### src/rtl/joint_stepdir_in.sv
// Step/direction input decoder for one joint: synchronizes and filters STP/DIR,
// accumulates position, measures the step period and tracks motion.

module joint_stepdir_filt #(
  parameter int FILTER_LEN = 4
) (
  input  logic clk,
  input  logic reset,
  input  logic raw,
  output logic level
);
  logic [1:0] sync;
  logic [3:0] run_cnt;

  // level moves only after FILTER_LEN consecutive samples disagree with it
  always_ff @(posedge clk or posedge reset) begin
    if (reset) begin
      sync    <= '0;
      run_cnt <= '0;
      level   <= 1'b0;
    end else begin
      sync <= {sync[0], raw};
      if (sync[1] == level) begin
        run_cnt <= '0;
      end else if (run_cnt == 4'(FILTER_LEN - 1)) begin
        level   <= sync[1];
        run_cnt <= '0;
      end else begin
        run_cnt <= run_cnt + 4'd1;
      end
    end
  end
endmodule

module joint_stepdir_in #(
  parameter int          FILTER_LEN = 4,
  parameter logic [31:0] TIMEOUT    = 32'd5000000
) (
  input  logic               clk,
  input  logic               reset,
  input  logic               jointEnable,
  input  logic               STP,
  input  logic               DIR,
  output logic signed [31:0] jointFeedback,
  output logic        [31:0] jointPeriod,
  output logic               jointDir,
  output logic               jointMoving,
  output logic               stepEvent
);
  typedef enum logic [1:0] {IDLE, ARMED, RUN} state_t;

  state_t      state, state_n;
  logic [1:0]  raw, filt;
  logic        stp_d, primed, step, timeout_hit;
  logic [31:0] cnt, period_n;
  logic [FILTER_LEN+1:0] vld_pipe;

  assign raw = {DIR, STP};

  for (genvar g = 0; g < 2; g++) begin : g_lane
    joint_stepdir_filt #(.FILTER_LEN(FILTER_LEN)) u_filt (
      .clk   (clk),
      .reset (reset),
      .raw   (raw[g]),
      .level (filt[g])
    );
  end

  // A STP held high through reset has reached the filtered level by the time
  // vld_pipe fills, so primed only arms once a genuine low has been seen.
  always_ff @(posedge clk or posedge reset) begin
    if (reset) begin
      vld_pipe <= '0;
      primed   <= 1'b0;
      stp_d    <= 1'b0;
    end else begin
      vld_pipe <= {vld_pipe[FILTER_LEN:0], 1'b1};
      primed   <= primed | (vld_pipe[FILTER_LEN+1] & ~filt[0]);
      stp_d    <= filt[0];
    end
  end

  assign step        = jointEnable & primed & filt[0] & ~stp_d;
  assign timeout_hit = (cnt >= TIMEOUT - 32'd1);
  assign jointMoving = (state == RUN);

  always_comb begin
    state_n  = state;
    period_n = jointPeriod;
    if (!jointEnable) begin
      state_n  = IDLE;
      period_n = '0;
    end else if (step) begin
      state_n  = (state == IDLE) ? ARMED : RUN;
      period_n = (state == IDLE) ? 32'd0 : cnt + 32'd1;
    end else if (timeout_hit) begin
      state_n  = IDLE;
      period_n = '0;
    end
  end

  always_ff @(posedge clk or posedge reset) begin
    if (reset) begin
      state         <= IDLE;
      cnt           <= '0;
      jointPeriod   <= '0;
      jointFeedback <= '0;
      jointDir      <= 1'b0;
      stepEvent     <= 1'b0;
    end else begin
      state       <= state_n;
      jointPeriod <= period_n;
      stepEvent   <= step;
      if (step) cnt <= '0;
      else if (cnt < TIMEOUT) cnt <= cnt + 32'd1;
      if (step) begin
        jointFeedback <= filt[1] ? jointFeedback + 32'sd1 : jointFeedback - 32'sd1;
        jointDir      <= filt[1];
      end
    end
  end
endmodule

### config.mk
export PLATFORM = sky130hd
export DESIGN_NAME = joint_stepdir_in
export DESIGN_NICKNAME = d
export VERILOG_FILES = /design/src/rtl/joint_stepdir_in.sv
export SDC_FILE = /design/constraint.sdc
export NUM_CORES = 1
export LEC_CHECK = 0
export CAP_MARGIN = 20
export CORE_ASPECT_RATIO = 0.7
export CORE_UTILIZATION = 50
export CTS_CLUSTER_DIAMETER = 120
export DETAILED_ROUTE_END_ITERATION = 6
export PLACE_DENSITY = 0.7
export SLEW_MARGIN = 20
export SYNTH_ARGS = -nofsm -noshare
export SYNTH_HDL_FRONTEND = slang
export SYNTH_SLANG_ARGS = --single-unit
### constraint.sdc
create_clock -name clk -period 9.6 [get_ports clk]
set_input_delay 1.44 -clock clk [delete_from_list [all_inputs] [get_ports clk]]
set_output_delay 1.44 -clock clk [all_outputs]
set_load 0.05 [all_outputs]
After elaboration in Yosys (flattened, before gate mapping)

Cells that the tools add are included.

Flip-flop bits (word level): 122
Bits of input ports: 5
Output and inout bits: 67
Logic and storage cells: 56

Add/sub/neg operators: 5
Order comparisons: 2
Equal/unequal tests: 6
Muxes and demuxes: 15
Bitwise operators: 9
Reduce and logical (&&, ||, !) cells: 4

Operators by type and width:

| cell                                                                     | count |
|---|---|
| 32-bit 2-to-1 mux                                                        | 7 |
| 32-bit by 1-bit adder with 32-bit output (second input constant)         | 1 |
| 32-bit by 2-bit adder with 32-bit output (second input constant)         | 1 |
| 32-bit by 23-bit >= comparator with 1-bit output (second input constant) | 1 |
| 32-bit by 23-bit < comparator with 1-bit output (second input constant)  | 1 |
| 32-bit by 2-bit subtractor with 32-bit output (second input constant)    | 1 |
| 4-bit 2-to-1 mux                                                         | 4 |
| 4-bit by 1-bit adder with 4-bit output (second input constant)           | 2 |
| 4-bit by 2-bit == test with 1-bit output (second input constant)         | 2 |
| 2-bit 2-to-1 mux                                                         | 4 |
| 1-bit bitwise AND                                                        | 4 |
| 1-bit inverter                                                           | 4 |
| 2-bit AND reduction                                                      | 2 |
| 3-bit by 1-bit != test with 1-bit output (second input constant)         | 1 |
| 1-bit == test                                                            | 2 |
| 2-bit == test (second input constant)                                    | 1 |
| 2-bit logical NOT                                                        | 1 |
| 2-bit nonzero test                                                       | 1 |
| 1-bit OR                                                                 | 1 |

Logic depth before layout (Yosys ltp)

Word-level depth: 5
Depth in mapped cells: 12
Depth with buffers taken out: 11

Hierarchy

A second synthesis with hierarchy kept.

Cell total of the unflattened synthesis: 778
Area, all modules: 7055.5 µm²

Modules (own cells, without submodules):

| module             | instances | cells an instance | area each (µm²) | sequential area each (µm²) |
|---|---|---|---|---|
| joint_stepdir_in   | 1         | 736               | 6477.5          | 2702.6 |
| joint_stepdir_filt | 2         | 21                | 289.0           | 175.2 |

Worst setup path before layout

Ideal clock, no wire load.

Path kind: reg2reg
From: reg g_lane[1].u_filt.level
To: reg jointFeedback[31]
Setup time: 0.143 ns
Arrival time: 3.019 ns
Setup slack: 6.438 ns
Cell stages (with the launch flop): 12
Cells stage by stage: dfrtp_1 > inv_1 > ha_1 > a21o_1 > a31o_1 > a311o_1 > and3_1 > a311o_1 > nand2_1 > o21ai_1 > mux2i_1 > xor2_1

Cells in the longest elaborated chain, start to end: 1

Ends and longest elaborated chain:

| what                   | RTL line | RTL |
|---|---|---|
| from (decl)            | 10       | `output logic level` |
| from (signal assigned) | 26       | `level <= sync[1];` |
| 32-bit 2-to-1 mux      | 117      | `jointFeedback <= filt[1] ? jointFeedback + 32'sd1 : jointFeedback - 32'sd1;` |
| to (signal assigned)   | 117      |  |
| to (decl)              | 44       | `output logic signed [31:0] jointFeedback,` |

Every way passes these cells.
A chain may end at the register's enable or synchronous reset.

Final worst setup path

From: reg state[1]
To: out jointMoving

Cells in the longest elaborated chain, start to end: 1

Ends and longest elaborated chain:

| what                   | RTL line | RTL |
|---|---|---|
| from (decl)            | 52       | `state_t state, state_n;` |
| from (signal assigned) | 111      | `state <= state_n;` |
| 2-bit == test          | 85       | `assign jointMoving = (state == RUN);` |
| to (decl)              | 47       | `output logic jointMoving,` |

Every way passes these cells.

==> metrics.md <==
| Metric | Value |
|---|---|
| Run status | `complete, no violations` |
| Synth warn | `0` |
| Remaining DRCs | `0` |
| Worst-path fanout max | `4` |
| Flops & latches, synth | `122` |
| TritonCTS Buffers | `17` |
| Setup Viol. Count Final | `0` |
| Layout Area Growth over Synthesis | `22.59%` |
| First-pass GRT wire length | `25.53 mm` |
| Slowest cell on crit path | `clkdlybuf4s50_1` |
| Post-synth top flop | `dfrtp_1` |
| Final setup TNS | `0 ns` |
| Fin crit period | `3.331 ns` |
| WL/cell | `15.88 um` |
| DIE WIDTH | `139.6 um` |
| Post-CTS resize count | `0` |
| FF/Latch Area | `0.003053 mm^2` |
| Postcts setup bufs | `0` |
| Placed Area | `0.007478 mm^2` |
| M1 GR Usage | `0.3489` |
| Fmax | `0.3002 GHz` |
| Syn avg cell area | `9.286 um^2` |
| Die area | `0.01373 mm^2` |
| Worst-Margin Slew | `0.8143 ns` |
| Gpl congestion | `0.9067` |
| Hold bufs inserted after CTS | `0` |
| Crit Path Class | `flop to output pin` |
| Static Leak | `3.558 nW` |
| Synth area leader | `dfrtp_1` |
| Port bufs | `71` |
| Vias per inst | `5.604` |
| Hold depth | `0` |
| Initial Util | `0.5230` |
| Design area | `0.008128 mm^2` |
| Unrepaired setup endpoints after global routing | `false` |
| Met3 Track Usage GR | `0.04610` |
| Grt total ovfl | `0` |
| CTS tree | `built` |
| Clock root cell | `clkbuf_16` |
| Worst path buffer plus inverter count | `1` |
| Fin nets | `819` |
| Unique masters post-synth | `64` |
| I/O pins | `72` |
| Clk_skew | `0.007088 ns` |
| Max IR drop VDD | `0.2523 mV` |
| Iter 0 DRT Violations | `457` |
| Min-Delay Path Class | `flop to flop` |
| Top-area cell type share of the netlist area | `0.4605` |
| Post-synth EDFFs | `0` |
| Final Max Slew Viols | `0` |
| Final non-filler cell total | `955` |
| Multi-input logic area | `0.003427 mm^2` |
| Max cap viols | `0` |
| Largest net degree at the start of global routing | `81` |
| Gr usage total | `0.2355` |
| CP Cell Sequence | `nor2b_1 > clkdlybuf4s50_1` |
| DP Cell Count | `923` |
| Clock slew at reported path FFs | `0.06 ns` |
| Mapped Nets | `753` |
| Final hold vios | `0` |
| Asr flop ratio synth | `1.000` |
| Met2 GRT Util | `0.3460` |
| Count leader, synth | `dfrtp_1` |
| Detail Placement HPWL | `10.31 mm` |
| Slew margin rel. | `0.4572` |
| Initial antenna violation count | `0` |
| Row count | `34` |
| Synth top cells by count | `dfrtp_1 (122), nand2_1 (112), o21ai_0 (69)` |
| Mapped Area | `0.006630 mm^2` |
| Cells after Synth | `714` |
| CP startpoint kind | `flop` |
| Top post-synthesis cells by area | `dfrtp_1 (46%), nand2_1 (6.3%), ha_1 (6.2%)` |
| Vias | `5352` |
| Worst skew pair latency | `0.42 ns` |
| Worst path top cell family by delay | `buffers and inverters` |
| Drt first pass iters | `5` |
| Number of global-route vias before repair | `5172` |
| Post-DRT Antenna Nets | `0` |
| Total power | `3.008 mW` |
| Layout cells sized above 1 | `0.07188` |
| WL final | `15.16 mm` |
| Power Dens Cells | `370.0 mW/mm^2` |
| Reg2Reg Depth | `12` |
| TritonCTS Sinks | `122` |
| Maximum root-to-sink buffer count | `2` |
| Crit path capture type | `output pin` |
| Post-layout util | `0.6411` |
| Grt peak-use layer | `met1` |
| Data required, critical path | `8.16 ns` |
| Worst endpoint data arrival time | `1.89 ns` |
| Antenna Cells | `0` |
| H-tree levels | `4` |
| # fillers | `1031` |
| Core box area | `0.01268 mm^2` |
| Peak per-stage delay on the critical path | `0.84 ns` |
| Critical path depth | `2` |
| Sequential element share of the synthesized area | `0.4605` |
| Die height | `98.35 um` |
| Ratio of final minimum period to clock period | `0.3470` |
-- state kept, by name (all words and copies together) (netlist names) --
signal / count
state: 2
g_lane.u_filt.run_cnt: 8
primed: 1
vld_pipe: 6
jointPeriod: 32
stp_d: 1
cnt: 32
g_lane.u_filt.sync: 4
jointFeedback: 32
jointDir: 1
stepEvent: 1
g_lane.u_filt.level: 2
-- cell type report --
| class | instances | area share |
|---|---|---|
| Clock buffer | 17 | 0.05234 |
| Clock inverter | 15 | 0.02617 |
| Inverter | 14 | 0.006773 |
| Multi-Input combinational cell | 549 | 0.4216 |
| Sequential cell | 122 | 0.3756 |
| Tap cell | 162 | 0.02494 |
| Timing Repair Buffer | 76 | 0.09252 |
-- metal layers --
layer / up-vias / wire length, um
li1: 2626 / -
met1: 2566 / 7812
met2: 142 / 6445
met3: 18 / 685
met4: 0 / 220
met5: - / 0
-- worst paths after layout --
| kind | start | to | slack, ns |
|---|---|---|---|
| worst max-delay path | state[1] | jointMoving | 6.27 |
| worst min-delay path | g_lane[0].u_filt.sync[0] | g_lane[0].u_filt.sync[1] | 0.35 |
| worst max register to register | g_lane[1].u_filt.level | jointFeedback[31] | 6.27 |
| worst min register to register | g_lane[0].u_filt.sync[0] | g_lane[0].u_filt.sync[1] | 0.35 |
| max in group asynchronous | reset | jointFeedback[15] | 7.05 |
| min in group asynchronous | reset | cnt[12] | 1.43 |
-- cells in the final DEF, fill, tap and decap left out, types with 12 or more instances in the layout --
cell type / netlist / routed
nor2_1: 42 / 42
clkdlybuf4s50_1: 0 / 71
xor2_1: 33 / 33
o21ai_1: 20 / 20
clkbuf_16: 0 / 17
nand2_1: 112 / 112
inv_1: 13 / 12
o21ai_0: 69 / 68
dfrtp_1: 122 / 122
xnor2_1: 39 / 39
ha_1: 33 / 33
a21o_1: 17 / 17
a21oi_1: 42 / 42
nand3_1: 19 / 19
and3_1: 16 / 16
or3_1: 13 / 13
-- stage by stage --
stage | setup slack, ns | hold WS [ns]
2_1_floorplan | 4.917 | 0.3312
3_3_place_gp | 5.803 | 0.3320
3_5_place_dp | 5.711 | 0.3355
4_1_cts | 6.134 | 0.3486
5_1_grt | 6.072 | 0.3514
6_report | 6.269 | 0.3480
-- cell families (layout without fill, tap and decap cells) --
kind of cell             Yosys count  after routing  share of synthesized area
AND/OR/NAND/NOR                  264            264                     0.1976
XOR/XNOR                          72             72                    0.09511
other                              1              1                  0.0005656
buffers and inverters             43            122                    0.02623
multiplexers                       1              1                   0.001510
AO/OA/AOI/OAI                    177            177                     0.1532
adder cells (fa/ha/maj)           34             34                    0.06530
flip-flops                       122            122                     0.4605
-- power breakdown --
group / leakage (nW) / internal (mW) / switching [mW]
registers: 1.61 / 0.620 / 0.111
clock network: 0.313 / 0.440 / 0.252
logic: 1.63 / 0.614 / 0.970
No activity file was read; power rests on OpenSTA's default activity.
